--- config.mk ---
export PLATFORM = sky130hd
export DESIGN_NAME = uc_multiciclo
export DESIGN_NICKNAME = d
export VERILOG_FILES = /design/src/rtl/uc_pkg.sv /design/src/rtl/uc_wait_timer.sv /design/src/rtl/uc_multiciclo.sv
export SDC_FILE = /design/constraint.sdc
export NUM_CORES = 1
export LEC_CHECK = 0
export ABC_AREA = 0
export BUFFER_PORTS_ARGS = -buffer_cell sky130_fd_sc_hd__buf_2
export CAP_MARGIN = 15
export CORE_AREA = 10 10 77 53
export DETAILED_ROUTE_END_ITERATION = 16
export DIE_AREA = 0 0 87 63
export GPL_TIMING_DRIVEN = 0
export PLACE_DENSITY = 0.83
export REMOVE_ABC_BUFFERS = 1
export SLEW_MARGIN = 20
export SYNTH_ARGS = -nofsm -noshare
export SYNTH_HDL_FRONTEND = slang
export SYNTH_HIERARCHICAL = 1
export SYNTH_SLANG_ARGS = --single-unit
--- constraint.sdc ---
create_clock -name CLK -period 4.4 [get_ports CLK]
set_clock_uncertainty 0.1 [all_clocks]
set_input_delay 0.44 -clock CLK [delete_from_list [all_inputs] [get_ports CLK]]
set_output_delay 0.44 -clock CLK [all_outputs]
set_load 0.02 [all_outputs]
--- src/rtl/uc_pkg.sv ---
// Shared encodings for the multicycle control unit: FSM states, opcodes,
// datapath mux/ALU selects, trap causes and the branch condition decoder.
package uc_pkg;

  typedef enum logic [6:0] {
    RESET_ST  = 7'd0,
    FETCH     = 7'd1,
    PC_INC    = 7'd2,
    DECODE    = 7'd3,
    EXEC_R    = 7'd4,
    EXEC_I    = 7'd5,
    ADDR_CALC = 7'd6,
    MEM_RD    = 7'd7,
    MEM_WR    = 7'd8,
    WB_ALU    = 7'd9,
    WB_MEM    = 7'd10,
    BRANCH    = 7'd11,
    JAL       = 7'd12,
    JALR      = 7'd13,
    LUI       = 7'd14,
    TRAP      = 7'd15
  } state_e;

  localparam logic [6:0] OP_R      = 7'b0110011;
  localparam logic [6:0] OP_IMM    = 7'b0010011;
  localparam logic [6:0] OP_LOAD   = 7'b0000011;
  localparam logic [6:0] OP_STORE  = 7'b0100011;
  localparam logic [6:0] OP_BRANCH = 7'b1100011;
  localparam logic [6:0] OP_JAL    = 7'b1101111;
  localparam logic [6:0] OP_JALR   = 7'b1100111;
  localparam logic [6:0] OP_LUI    = 7'b0110111;

  localparam logic       SRCA_PC = 1'b0;
  localparam logic       SRCA_A  = 1'b1;

  localparam logic [1:0] SRCB_B      = 2'd0;
  localparam logic [1:0] SRCB_FOUR   = 2'd1;
  localparam logic [1:0] SRCB_IMM    = 2'd2;
  localparam logic [1:0] SRCB_IMM_S1 = 2'd3;

  localparam logic [2:0] ALU_LOAD = 3'd0;
  localparam logic [2:0] ALU_ADD  = 3'd1;
  localparam logic [2:0] ALU_SUB  = 3'd2;
  localparam logic [2:0] ALU_CMP  = 3'd3;

  localparam logic [1:0] M2R_ALU_OUT = 2'd0;
  localparam logic [1:0] M2R_MDR     = 2'd1;
  localparam logic [1:0] M2R_PC      = 2'd2;
  localparam logic [1:0] M2R_IMM     = 2'd3;

  localparam logic [1:0] PCS_ALU     = 2'd0;
  localparam logic [1:0] PCS_ALU_OUT = 2'd1;
  localparam logic [1:0] PCS_JALR    = 2'd2;
  localparam logic [1:0] PCS_EXC     = 2'd3;

  localparam logic [1:0] CAUSE_NONE    = 2'd0;
  localparam logic [1:0] CAUSE_ILLEGAL = 2'd1;
  localparam logic [1:0] CAUSE_IMEM_TO = 2'd2;
  localparam logic [1:0] CAUSE_DMEM_TO = 2'd3;

  typedef struct packed {
    logic       ir_write;
    logic       pc_write;
    logic       load_a;
    logic       load_b;
    logic       load_alu_out;
    logic       load_mdr;
    logic       reg_write;
    logic       imem_req;
    logic       dmem_req;
    logic       dmem_rw;
    logic       alu_srca;
    logic [1:0] alu_srcb;
    logic [2:0] alu_sel;
    logic [1:0] mem_to_reg;
    logic [1:0] pc_source;
    logic       exception;
    logic [1:0] exc_cause;
  } ctrl_t;

  typedef struct packed {
    logic legal;
    logic taken;
  } br_t;

  // Unsigned compares (funct3 110/111) and the reserved 010/011 are not supported.
  function automatic br_t branch_eval(input logic [2:0] funct3,
                                      input logic       zero,
                                      input logic       lt);
    br_t r;
    r.legal = 1'b1;
    r.taken = 1'b0;
    case (funct3)
      3'b000:  r.taken = zero;
      3'b001:  r.taken = !zero;
      3'b100:  r.taken = lt;
      3'b101:  r.taken = !lt;
      default: r.legal = 1'b0;
    endcase
    return r;
  endfunction

endpackage

--- src/rtl/uc_wait_timer.sv ---
// Memory wait timer: counts consecutive waiting cycles and flags the cycle in
// which the wait budget is exhausted without a ready strobe.
module uc_wait_timer #(
  parameter int unsigned MAX_WAIT = 15
) (
  input  logic clk,
  input  logic rst_n,
  input  logic wait_en,
  output logic timeout
);

  localparam int unsigned CW = $clog2(MAX_WAIT + 1);

  logic [CW-1:0] count_q, count_d;

  // Any non-waiting cycle (other state, or ready seen) restarts the count,
  // so every request starts from zero.
  always_comb begin
    count_d = wait_en ? count_q + 1'b1 : '0;
  end

  // The MAX_WAIT-th waiting cycle is the last one granted.
  assign timeout = wait_en && (count_q == CW'(MAX_WAIT - 1));

  // NOTE: sequential state uses non-blocking assignments so every flop
  // samples pre-edge values regardless of block ordering.
  always_ff @(posedge clk or negedge rst_n) begin
    if (!rst_n) begin
      count_q <= '0;
    end else begin
      count_q <= count_d;
    end
  end

endmodule

--- src/rtl/uc_multiciclo.sv ---
// Multicycle RV-style control unit: one FSM sequencing fetch, decode, execute,
// memory and write-back, with illegal-opcode and memory-timeout traps.
module uc_multiciclo
  import uc_pkg::*;
#(
  parameter int unsigned       MEM_WAIT_MAX = 15,
  parameter int unsigned       XLEN         = 64,
  parameter logic [XLEN-1:0]   EXC_VECTOR   = XLEN'('h0FE)
) (
  input  logic        CLK,
  input  logic        RESET_N,
  input  logic [31:0] IR31_0,
  input  logic        ALU_ZERO,
  input  logic        ALU_LT,
  input  logic        IMEM_READY,
  input  logic        DMEM_READY,
  output logic        IR_WRITE,
  output logic        PC_WRITE,
  output logic        LOAD_A,
  output logic        LOAD_B,
  output logic        LOAD_ALU_OUT,
  output logic        LOAD_MDR,
  output logic        REG_WRITE,
  output logic        IMEM_REQ,
  output logic        DMEM_REQ,
  output logic        DMEM_RW,
  output logic        ALU_SRCA,
  output logic [1:0]  ALU_SRCB,
  output logic [2:0]  ALU_SELECTOR,
  output logic [1:0]  MEM_TO_REG,
  output logic [1:0]  PC_SOURCE,
  output logic        EXCEPTION,
  output logic [1:0]  EXC_CAUSE,
  output logic [6:0]  ESTADO_ATUAL
);

  state_e     state_q, state_d;
  logic [1:0] exc_cause_q, exc_cause_d;
  ctrl_t      ctrl;
  logic       wait_en;
  logic       timeout;
  br_t        br;

  logic [6:0] opcode;
  logic [2:0] funct3;
  logic       funct7_5;

  assign opcode   = IR31_0[6:0];
  assign funct3   = IR31_0[14:12];
  assign funct7_5 = IR31_0[30];
  assign br       = branch_eval(funct3, ALU_ZERO, ALU_LT);

  // The vector is consumed by the datapath; only the opcode/funct fields matter here.
  logic unused_bits;
  assign unused_bits = ^{IR31_0[31], IR31_0[29:15], IR31_0[11:7], EXC_VECTOR};

  assign wait_en = ((state_q == FETCH) && !IMEM_READY) ||
                   (((state_q == MEM_RD) || (state_q == MEM_WR)) && !DMEM_READY);

  uc_wait_timer #(
    .MAX_WAIT (MEM_WAIT_MAX)
  ) u_wait_timer (
    .clk     (CLK),
    .rst_n   (RESET_N),
    .wait_en (wait_en),
    .timeout (timeout)
  );

  always_comb begin
    // NOTE: every signal written here gets a default first, so no path can
    // leave one unassigned and infer a latch.
    state_d           = state_q;
    exc_cause_d       = exc_cause_q;
    ctrl              = '0;
    ctrl.alu_sel      = ALU_LOAD;
    ctrl.mem_to_reg   = M2R_ALU_OUT;
    ctrl.pc_source    = PCS_ALU;
    ctrl.exc_cause    = CAUSE_NONE;

    case (state_q)
      RESET_ST: state_d = FETCH;

      FETCH: begin
        ctrl.imem_req = 1'b1;
        if (IMEM_READY) begin
          ctrl.ir_write = 1'b1;
          state_d       = PC_INC;
        end else if (timeout) begin
          exc_cause_d = CAUSE_IMEM_TO;
          state_d     = TRAP;
        end
      end

      PC_INC: begin
        ctrl.alu_srca  = SRCA_PC;
        ctrl.alu_srcb  = SRCB_FOUR;
        ctrl.alu_sel   = ALU_ADD;
        ctrl.pc_write  = 1'b1;
        ctrl.pc_source = PCS_ALU;
        state_d        = DECODE;
      end

      // Branch/JAL target PC + (imm<<1) is parked in ALU_OUT for every opcode.
      DECODE: begin
        ctrl.load_a       = 1'b1;
        ctrl.load_b       = 1'b1;
        ctrl.alu_srca     = SRCA_PC;
        ctrl.alu_srcb     = SRCB_IMM_S1;
        ctrl.alu_sel      = ALU_ADD;
        ctrl.load_alu_out = 1'b1;
        case (opcode)
          OP_R:               state_d = EXEC_R;
          OP_IMM:             state_d = EXEC_I;
          OP_LOAD, OP_STORE:  state_d = ADDR_CALC;
          OP_BRANCH:          state_d = BRANCH;
          OP_JAL:             state_d = JAL;
          OP_JALR:            state_d = JALR;
          OP_LUI:             state_d = LUI;
          default: begin
            exc_cause_d = CAUSE_ILLEGAL;
            state_d     = TRAP;
          end
        endcase
      end

      EXEC_R: begin
        ctrl.alu_srca     = SRCA_A;
        ctrl.alu_srcb     = SRCB_B;
        ctrl.alu_sel      = funct7_5 ? ALU_SUB : ALU_ADD;
        ctrl.load_alu_out = 1'b1;
        state_d           = WB_ALU;
      end

      EXEC_I: begin
        ctrl.alu_srca     = SRCA_A;
        ctrl.alu_srcb     = SRCB_IMM;
        ctrl.alu_sel      = ALU_ADD;
        ctrl.load_alu_out = 1'b1;
        state_d           = WB_ALU;
      end

      WB_ALU: begin
        ctrl.reg_write  = 1'b1;
        ctrl.mem_to_reg = M2R_ALU_OUT;
        state_d         = FETCH;
      end

      ADDR_CALC: begin
        ctrl.alu_srca     = SRCA_A;
        ctrl.alu_srcb     = SRCB_IMM;
        ctrl.alu_sel      = ALU_ADD;
        ctrl.load_alu_out = 1'b1;
        state_d           = (opcode == OP_STORE) ? MEM_WR : MEM_RD;
      end

      MEM_RD: begin
        ctrl.dmem_req = 1'b1;
        ctrl.dmem_rw  = 1'b0;
        if (DMEM_READY) begin
          ctrl.load_mdr = 1'b1;
          state_d       = WB_MEM;
        end else if (timeout) begin
          exc_cause_d = CAUSE_DMEM_TO;
          state_d     = TRAP;
        end
      end

      MEM_WR: begin
        ctrl.dmem_req = 1'b1;
        ctrl.dmem_rw  = 1'b1;
        if (DMEM_READY) begin
          state_d = FETCH;
        end else if (timeout) begin
          exc_cause_d = CAUSE_DMEM_TO;
          state_d     = TRAP;
        end
      end

      WB_MEM: begin
        ctrl.reg_write  = 1'b1;
        ctrl.mem_to_reg = M2R_MDR;
        state_d         = FETCH;
      end

      BRANCH: begin
        ctrl.alu_srca = SRCA_A;
        ctrl.alu_srcb = SRCB_B;
        ctrl.alu_sel  = ALU_CMP;
        if (!br.legal) begin
          exc_cause_d = CAUSE_ILLEGAL;
          state_d     = TRAP;
        end else begin
          ctrl.pc_write  = br.taken;
          ctrl.pc_source = br.taken ? PCS_ALU_OUT : PCS_ALU;
          state_d        = FETCH;
        end
      end

      JAL: begin
        ctrl.reg_write  = 1'b1;
        ctrl.mem_to_reg = M2R_PC;
        ctrl.pc_write   = 1'b1;
        ctrl.pc_source  = PCS_ALU_OUT;
        state_d         = FETCH;
      end

      JALR: begin
        ctrl.alu_srca   = SRCA_A;
        ctrl.alu_srcb   = SRCB_IMM;
        ctrl.alu_sel    = ALU_ADD;
        ctrl.reg_write  = 1'b1;
        ctrl.mem_to_reg = M2R_PC;
        ctrl.pc_write   = 1'b1;
        ctrl.pc_source  = PCS_JALR;
        state_d         = FETCH;
      end

      LUI: begin
        ctrl.reg_write  = 1'b1;
        ctrl.mem_to_reg = M2R_IMM;
        state_d         = FETCH;
      end

      TRAP: begin
        ctrl.exception = 1'b1;
        ctrl.exc_cause = exc_cause_q;
        ctrl.pc_write  = 1'b1;
        ctrl.pc_source = PCS_EXC;
        state_d        = FETCH;
      end

      default: state_d = RESET_ST;
    endcase
  end

  always_ff @(posedge CLK or negedge RESET_N) begin
    if (!RESET_N) begin
      state_q     <= RESET_ST;
      exc_cause_q <= CAUSE_NONE;
    end else begin
      state_q     <= state_d;
      exc_cause_q <= exc_cause_d;
    end
  end

  assign IR_WRITE     = ctrl.ir_write;
  assign PC_WRITE     = ctrl.pc_write;
  assign LOAD_A       = ctrl.load_a;
  assign LOAD_B       = ctrl.load_b;
  assign LOAD_ALU_OUT = ctrl.load_alu_out;
  assign LOAD_MDR     = ctrl.load_mdr;
  assign REG_WRITE    = ctrl.reg_write;
  assign IMEM_REQ     = ctrl.imem_req;
  assign DMEM_REQ     = ctrl.dmem_req;
  assign DMEM_RW      = ctrl.dmem_rw;
  assign ALU_SRCA     = ctrl.alu_srca;
  assign ALU_SRCB     = ctrl.alu_srcb;
  assign ALU_SELECTOR = ctrl.alu_sel;
  assign MEM_TO_REG   = ctrl.mem_to_reg;
  assign PC_SOURCE    = ctrl.pc_source;
  assign EXCEPTION    = ctrl.exception;
  assign EXC_CAUSE    = ctrl.exc_cause;
  assign ESTADO_ATUAL = state_q;

endmodule

Yosys cells after proc, flatten, opt, wreduce, memory -nomap -nowiden
Cells that the tools add are included.
{ "totals": {"regBits": 13, "in_bits": 38, "output_inout_bits": 30, "elab_cells": 97} }
{ "op_classes": {"add_sub_neg": 1, "n_eq_ne": 33, "muxes": 36, "reduce_logical": 24} }
{ "ops": {"columns": ["op", "count"], "rows": [
  ["$pmux W7 S9", 1],
  ["$eq A7 B4 Y1 const B", 8],
  ["$pmux W6 S5", 1],
  ["$eq A7 B3 Y1 const B", 4],
  ["$mux W7", 4],
  ["$pmux W4 S7", 1],
  ["$eq A7 B2 Y1 const B", 3],
  ["$eq A7 B6 Y1 const B", 3],
  ["$eq A7 B7 Y1 const B", 3],
  ["$mux W2", 8],
  ["$pmux W2 S4", 2],
  ["$mux W4", 3],
  ["$reduce_or A4 Y1", 3],
  ["$mux W1", 11],
  ["$ne A2 B2 Y1 const B", 5],
  ["$reduce_or A2 Y1", 4],
  ["$reduce_or A8 Y1", 1],
  ["$eq A7 B1 Y1 const B", 1],
  ["$eq A7 B5 Y1 const B", 1],
  ["$logic_not A7 Y1", 1],
  ["$reduce_and A7 Y1", 1],
  ["$reduce_or A7 Y1", 1],
  ["$eq A3 B3 Y1 const B", 2],
  ["$pmux W2 S3", 1],
  ["other kinds (15)", 21]
]} }

Depth between registers and ports, before layout
Gate-level depths: netlist of the first run.
{ "logic_depth": {"ltp_word": 8, "mapped_depth": 11, "mapped_depth_nobuf": 10} }

By module
Netlist of the first run, hierarchy kept.
{ "by_module_without_submodules": {"columns": ["module", "instances", "cells_each", "area_per_inst_um2", "seq_area_each_um2"], "rows": [
  ["uc_multiciclo", 1, 148, 1048.5, 225.2],
  ["uc_wait_timer", 1, 16, 191.4, 100.1]
]} }

Least setup slack after synthesis of the first run
OpenSTA, ideal clock, no wires.
{ "synth_path": {"path_type": "flip-flop to flip-flop", "start": "reg state_q[2] (netlist: ESTADO_ATUAL[2])", "end": "reg exc_cause_q[1]", "setup_ps": 127, "arrival_ps": 3128, "t_required_ps": 4173, "setup_slack_ps": 1045, "path_stages_with_launch": 12, "path_buffers": 1, "period_less_slack_ps": 3355, "cell_sequence": "dfrtp_1 -> buf_4 -> nand2b_1 -> nor4b_2 -> nor2_1 -> o22ai_1 -> and4_2 -> nor2b_1 -> o31ai_1 -> a21oi_1 -> nand4_1 -> mux2_1"} }
{ "synth_between": {"elab_chain_cells": 7, "elab_cells_between_ends": 20, "classes_between": "eq/ne: 11; mux: 1; reduce/logical: 8"} }
{ "synth_rtl": {"columns": ["element", "line", "source"], "rows": [
  ["from (decl)", "uc_multiciclo.sv:37", "state_e state_q, state_d;"],
  ["from (signal assigned)", "uc_multiciclo.sv:241", "state_q <= state_d;"],
  ["$eq A7 B3 Y1 / $eq A7 B4 Y1 (equally long branches)", "uc_multiciclo.sv:58", "(((state_q == MEM_RD) || (state_q == MEM_WR)) && !DMEM_READY);"],
  ["$logic_or A1 B1 Y1", "uc_multiciclo.sv:58", null],
  ["$logic_and A1 B1 Y1", "uc_multiciclo.sv:58", null],
  ["$logic_or A1 B1 Y1 (*)", "uc_multiciclo.sv:57", "assign wait_en = ((state_q == FETCH) && !IMEM_READY) ||"],
  ["net wait_en", "uc_multiciclo.sv:40", "logic wait_en;"],
  ["$logic_and A1 B1 Y1 (*)", "uc_wait_timer.sv:23", "assign timeout = wait_en && (count_q == CW'(MAX_WAIT - 1));"],
  ["net timeout", "uc_multiciclo.sv:41", "logic timeout;"],
  ["$ne A2 B2 Y1 (no line) / $ne A2 B1 Y1 (equally long branches)", null, null],
  ["$reduce_and A7 Y1 (no line) (*)", null, null],
  ["to (signal assigned)", "uc_multiciclo.sv:242", "exc_cause_q <= exc_cause_d;"],
  ["to (decl)", "uc_multiciclo.sv:38", "logic [1:0] exc_cause_q, exc_cause_d;"]
]} }
The timed path passes the listed nets; every way through them passes the cells marked *.
A chain may end at the register's enable or synchronous reset.

Worst setup path after layout of the first run
{ "layout_path": {"start": "reg state_q[3] (netlist: ESTADO_ATUAL[3])", "end": "reg exc_cause_q[1]"} }
The elaborated chain is that of the path after synthesis.

==> results of run 1 <==
## power breakdown
part | total (mW) | internal (mW) | switching [mW]
clock network | 0.105 | 0.0625 | 0.0420
registers | 0.130 | 0.124 | 0.00617
logic | 0.0404 | 0.0157 | 0.0246
total | 0.275 | 0.202 | 0.0728
## cells by family after synthesis
group                      Yosys count
and+or+nand+nor                     85
AOI/OAI and AO/OA                   35
buffers and inverters               20
DFF                                 13
xor gates and xnor gates             4
muxes                                4
adders and majority gates            2
other                                1
## layout by cell type, fill, tap and decap left out, drive strengths merged, types with 5 or more instances in the layout
| cell type | instances |
|---|---|
| dfrtp | 13 |
| nor2b | 6 |
| a21oi | 6 |
| o21ai | 5 |
| o22ai | 7 |
| nand3 | 10 |
| nand2 | 12 |
| inv | 10 |
| nor3 | 10 |
| nand2b | 5 |
| buf | 45 |
| nor2 | 15 |
## through the flow
step / instances / util, % / hold slack (ns)
floorplan: 157 / - / 0.04441
global placement: 236 / 53.84 / 0.2403
detailed placement: 236 / 53.84 / 0.2404
CTS: 241 / 55.91 / 0.3963
global route: 241 / 55.91 / 0.4308
finish: 241 / 55.91 / 0.3908
## worst max-delay path, stage by stage, from the launching register on
cell and delay, ns:
dfrtp_1 0.78, nand2b_1 0.34, nor4b_2 0.47, nor2_1 0.13
o22ai_1 0.48, and4_2 0.43, nor2b_1 0.29, o31ai_1 0.10
a21oi_1 0.21, nand4_1 0.12, mux2_1 0.34
## flip-flops by register name, indices dropped and copies added (netlist names)
name,flops
u_wait_timer/count_q,4
exc_cause_q,2
ESTADO_ATUAL,7
## metal layers
layer / global-route usage (%) / up-vias / part of all wire [%] / wire [µm]
met4: 1.815 / 0 / 0.28 / 11
met1: 19.12 / 662 / 48 / 1859
met2: 19.71 / 89 / 41 / 1620
met5: 0 / - / 0 / 0
met3: 4.297 / 3 / 11 / 415
li1: - / 680 / - / -
## repair_timing
| item | CTS | global route |
|---|---|---|
| endpoints found under the setup margin | 0 | 0 |
| hold endpoints to repair | 13 | 0 |
| hold buffers | 1 | 0 |
## path summary, 6_finish.rpt
check	from	endpoint	cells past startpoint
hold / removal	u_wait_timer/count_q[0]	u_wait_timer/count_q[0]	1
setup reg to reg	ESTADO_ATUAL[3]	exc_cause_q[1]	10
hold reg to reg	u_wait_timer/count_q[0]	u_wait_timer/count_q[0]	1
min in group asynchronous	RESET_N	ESTADO_ATUAL[3]	2
max in group asynchronous	RESET_N	u_wait_timer/count_q[2]	2
setup / recovery	ESTADO_ATUAL[3]	exc_cause_q[1]	10
## final cells by class
class	instances	area [µm²]	share of cell area, %
Clock buffer	3	41.29	2.714
Clock inverter	1	5.005	0.3289
Inverter	10	37.54	2.467
Multi-Input combinational cell	134	834.6	54.85
Sequential cell	13	325.3	21.38
Tap cell	34	42.54	2.796
Timing Repair Buffer	46	235.2	15.46
==> run summary, run 1 <==
vias in the first global route = 1302
Yosys warnings = 6
gr ovfl total = 0
area fraction in and, or, nand and nor cells after synthesis = 39.35%
Cell Pwr Density = 180.6 nW/µm²
PortBufs = 45
later-pin clock latency in the skew report = 0.24 ns
#FFs+latches synth = 13
mux cell area share after synthesis = 3.330%
Max clock buf depth = 2
Unique masters post-synth = 44
CP Max Fanout = 21
TritonCTS Sinks = 13
post-route clock period utilization = 88.65%
Final Worst Setup Slack = 0.4996 ns
Initial Util = 45.56%
post-synthesis adder-cell area fraction = 2.018%
filler cell count in the final layout = 282
largest net degree at the start of global routing = 22
Slew headroom = 53.96%
synthesis-to-layout area growth = 22.70%
ant diodes = 0
design area = 1521 µm²
Root Driver = clkbuf_8
status = completed
Die Wd = 87 µm
main flop type after synthesis = dfrtp_1
die area = 5481 µm²
Vias per Instance = 5.950
CTS H-tree lvls = 1
area leader, netlist = dfrtp_1
max_cap viols = 0
GRT Util Overall = 13.56%
Synth Area in XOR/XNOR = 2.825%
core area = 2721 µm²
number of remaining DRC errors = 0
kind of start point of the critical path = flop
Syn Inst Count = 164
Compound-Gate Fraction of Synth Area = 18.57%
First DRT Iteration DRCs = 226
hold violation count in the final report = 0
Crit. End Element = flop
top cells by area, synth = dfrtp_1 (26%), nor2_1 (4.5%), nand3_1 (4.0%)
crit path time final = 3.900 ns
Setup WS pre-CTS = 0.6573 ns
vias after detailed routing = 1434
WS Path Type = reg2reg
RSZ-0062 raised after global routing = no
sequential-to-total area share from yosys stat = 26.24%
layout cells sized above 1 = 27.54%
DP Wirelength = 3044 µm
ys async rst share = 100.0%
routed wire length = 3907 µm
CTS Buf Count = 3
post-CTS resize count = 0
WL per Instance = 16.21 µm
row count = 15
# IOs = 68
R2R setup slack = 0.50 ns
Pleak = 0.7808 nW
Die H = 63 µm
Commonest cells post-synth = nor2_1 (15), dfrtp_1 (13), nand2_1 (12)
antenna violations before repair = 0
fin. max-slew vios = 0
Final ANT Viol Nets = 0
Setup-failing EPs final = 0
cell with the most instances after synthesis = nor2_1
largest family of logic cells by synthesized area = simple AND/OR/NAND/NOR gates
Post-synth EDFFs = 0
dpl cell area = 1465 µm²
Critical Path RT = 4.42 ns
Total Nets Final = 248
top-area cell type share of the netlist area = 26.24%
Total Negative Setup Slacks = 0 ns
post-CTS setup buffers = 0
CTS clk-pin slew, worst paths = 0.05 ns
total power = 274.7 µW
first-pass GRT wire length = 6348 µm
Synth Area per Inst = 7.561 µm²
Achievable Freq = 0.2564 GHz
global placement routability congestion = 0.9009
Tightest Pin Transition = 0.6905 ns
Worst Path Arrival = 3.92 ns
HP Class = reg2reg
cell area after synthesis = 1240 µm²
drt first pass iters = 6
CTS tree = built
VDD IR max = 107.5 µV
Power figures use the tool's default switching activity.
==> run 2: changes to the inputs <==
--- a/config.mk
+++ b/config.mk
@@ -8,11 +8,11 @@
 export ABC_AREA = 0
 export BUFFER_PORTS_ARGS = -buffer_cell sky130_fd_sc_hd__buf_2
 export CAP_MARGIN = 15
-export CORE_AREA = 10 10 77 53
+export CORE_AREA = 10 10 79 54
 export DETAILED_ROUTE_END_ITERATION = 16
-export DIE_AREA = 0 0 87 63
+export DIE_AREA = 0 0 89 64
 export GPL_TIMING_DRIVEN = 0
-export PLACE_DENSITY = 0.83
+export PLACE_DENSITY = 0.79
 export REMOVE_ABC_BUFFERS = 1
 export SLEW_MARGIN = 20
 export SYNTH_ARGS = -nofsm -noshare
==> constraint.sdc (replaced) <==
create_clock -name CLK -period 4.3 [get_ports CLK]
set_clock_uncertainty 0.1 [all_clocks]
set_input_delay 0.43 -clock CLK [delete_from_list [all_inputs] [get_ports CLK]]
set_output_delay 0.43 -clock CLK [all_outputs]
set_load 0.02 [all_outputs]
==> run 2 against run 1 <==
Against the previous run:
- total power increased by 2.4%
- non-clock buffer count unchanged
- critical path depth unchanged
- register-to-register slack got worse by 0.06 ns
- sequential share of layout area unchanged
- count of clock-buffer cells in the layout unchanged
- final cell count unchanged
- fmax increased by 1.0%
- hold slack improved by 0.0028 ns
- global-route usage decreased by 0.67 points
- die area increased by 3.9%
- setup slack got worse by 0.061 ns
==> run summary, run 2 (synthesis gave the netlist of run 1 again) <==
number of remaining DRC errors = 0
Die Wd = 89 µm
TritonCTS Sinks = 13
filler cell count in the final layout = 280
CTS H-tree lvls = 1
First DRT Iteration DRCs = 176
Slew headroom = 53.84%
CTS Hold Bufs = 1
WP depth = 10
WL per Instance = 16.06 µm
Vias per Instance = 5.672
post-CTS setup buffers = 0
die area = 5696 µm²
CTS clk-pin slew, worst paths = 0.06 ns
synthesis-to-layout area growth = 22.70%
Util after Layout = 54.41%
hold violation count in the final report = 0
Achievable Freq = 0.2590 GHz
layout cells sized above 1 = 27.54%
Worst Path Arrival = 3.88 ns
Total Nets Final = 248
Critical Path RT = 4.32 ns
# IOs = 68
VDD IR max = 136.7 µV
WS Path Type = reg2reg
kind of cell adding the most delay to the critical path = simple AND/OR/NAND/NOR gates
PortBufs = 45
post-CTS resize count = 0
Max clock buf depth = 2
Crit. End Element = flop
reg2reg end = exc_cause_q[1]
Initial Util = 44.34%
CP Max Fanout = 21
commonest non-fill, non-tap cell in the layout = buf_2
drt first pass iters = 5
critical path startpoint = ESTADO_ATUAL[3]
post-route clock period utilization = 89.80%
ant diodes = 0
GRT Util Overall = 12.90%
status = completed
Tightest Pin Transition = 0.6924 ns
CP max stage cell = dfrtp_1
HP Class = reg2reg
global placement routability congestion = 0.8864
fin cells = 241
Cell Pwr Density = 184.9 nW/µm²
antenna violations before repair = 0
gr ovfl total = 0
CP Capture Point = exc_cause_q[1]
kind of start point of the critical path = flop
launching point of the worst reg2reg path = ESTADO_ATUAL[3]
CTS Buf Count = 3
Final ANT Viol Nets = 0
vias after detailed routing = 1367
CTS tree = built
RSZ-0062 raised after global routing = no
core area = 2796 µm²
max reg flops = 7
Placed Cells = 236
fin. max-slew vios = 0
Pleak = 0.7808 nW
number of cells on the worst reg-to-reg path = 10
routed wire length = 3870 µm
Die H = 64 µm
crit path time final = 3.861 ns
row count = 15
crit path cell chain = nand2b_1 -> nor4b_2 -> nor2_1 -> o22ai_1 -> and4_2 -> nor2b_1 -> o31ai_1 -> a21oi_1 -> nand4_1 -> mux2_1
DP Wirelength = 3047 µm
Total Negative Setup Slacks = 0 ns
most frequent cells in the layout = buf_2 (45), nor2_1 (15), dfrtp_1 (13)
Root Driver = clkbuf_8
vias in the first global route = 1205
first-pass GRT wire length = 6106 µm
later-pin clock latency in the skew report = 0.24 ns
Setup-failing EPs final = 0
Max stage delay on crit path = 0.78 ns
max_cap viols = 0
R2R setup slack = 0.44 ns
largest net degree at the start of global routing = 22
WP buf/inv = 0
run 2: cell type report:
type / count / area (µm²) / share of cell area, %
multi-input combinational: 134 / 834.6 / 54.85
clock buffer: 3 / 41.29 / 2.714
inverter: 10 / 37.54 / 2.467
clock inverter: 1 / 5.005 / 0.3289
sequential: 13 / 325.3 / 21.38
timing repair buffer: 46 / 235.2 / 15.46
tap: 34 / 42.54 / 2.796
run 2: worst min path at each step:
stage                   startpoint  slack [ns]  cells after the start                 endpoint
floorplan                  RESET_N        0.03                      0          ESTADO_ATUAL[0]
global placement           RESET_N        0.23                      1  u_wait_timer/count_q[2]
detailed placement         RESET_N        0.23                      1  u_wait_timer/count_q[3]
CTS                 exc_cause_q[1]        0.40                      1           exc_cause_q[1]
global route        exc_cause_q[1]        0.42                      1           exc_cause_q[1]
finish              exc_cause_q[1]        0.39                      1           exc_cause_q[1]
run 2: per-stage QoR:
step,cell area (µm²),worst slack [ns],total power [mW],hold slack [ns]
2_1_floorplan,1197,0.7629,0.1538,0.03441
3_3_place_gp,1465,0.5778,0.1735,0.2265
3_5_place_dp,1465,0.5291,0.1744,0.2320
4_1_cts,1521,0.5043,0.2840,0.4020
5_1_grt,1521,0.1406,0.2961,0.4217
6_report,1521,0.4386,0.2814,0.3936
run 2: routing by layer:
metal  wire [µm]  GRT usage (%)  up-vias
met5           0              0        -
met4           0          1.186        0
met3         514          5.190        0
met2        1551          16.74       75
met1        1805          19.57      611
li1            -              -      681
run 2: where the power goes:
part | internal, mW | switching (mW) | leakage [nW] | total [mW]
Sequential | 0.127 | 0.00584 | 0.167 | 0.132
Clock | 0.0640 | 0.0442 | 0.0255 | 0.108
Combinational | 0.0161 | 0.0248 | 0.589 | 0.0409
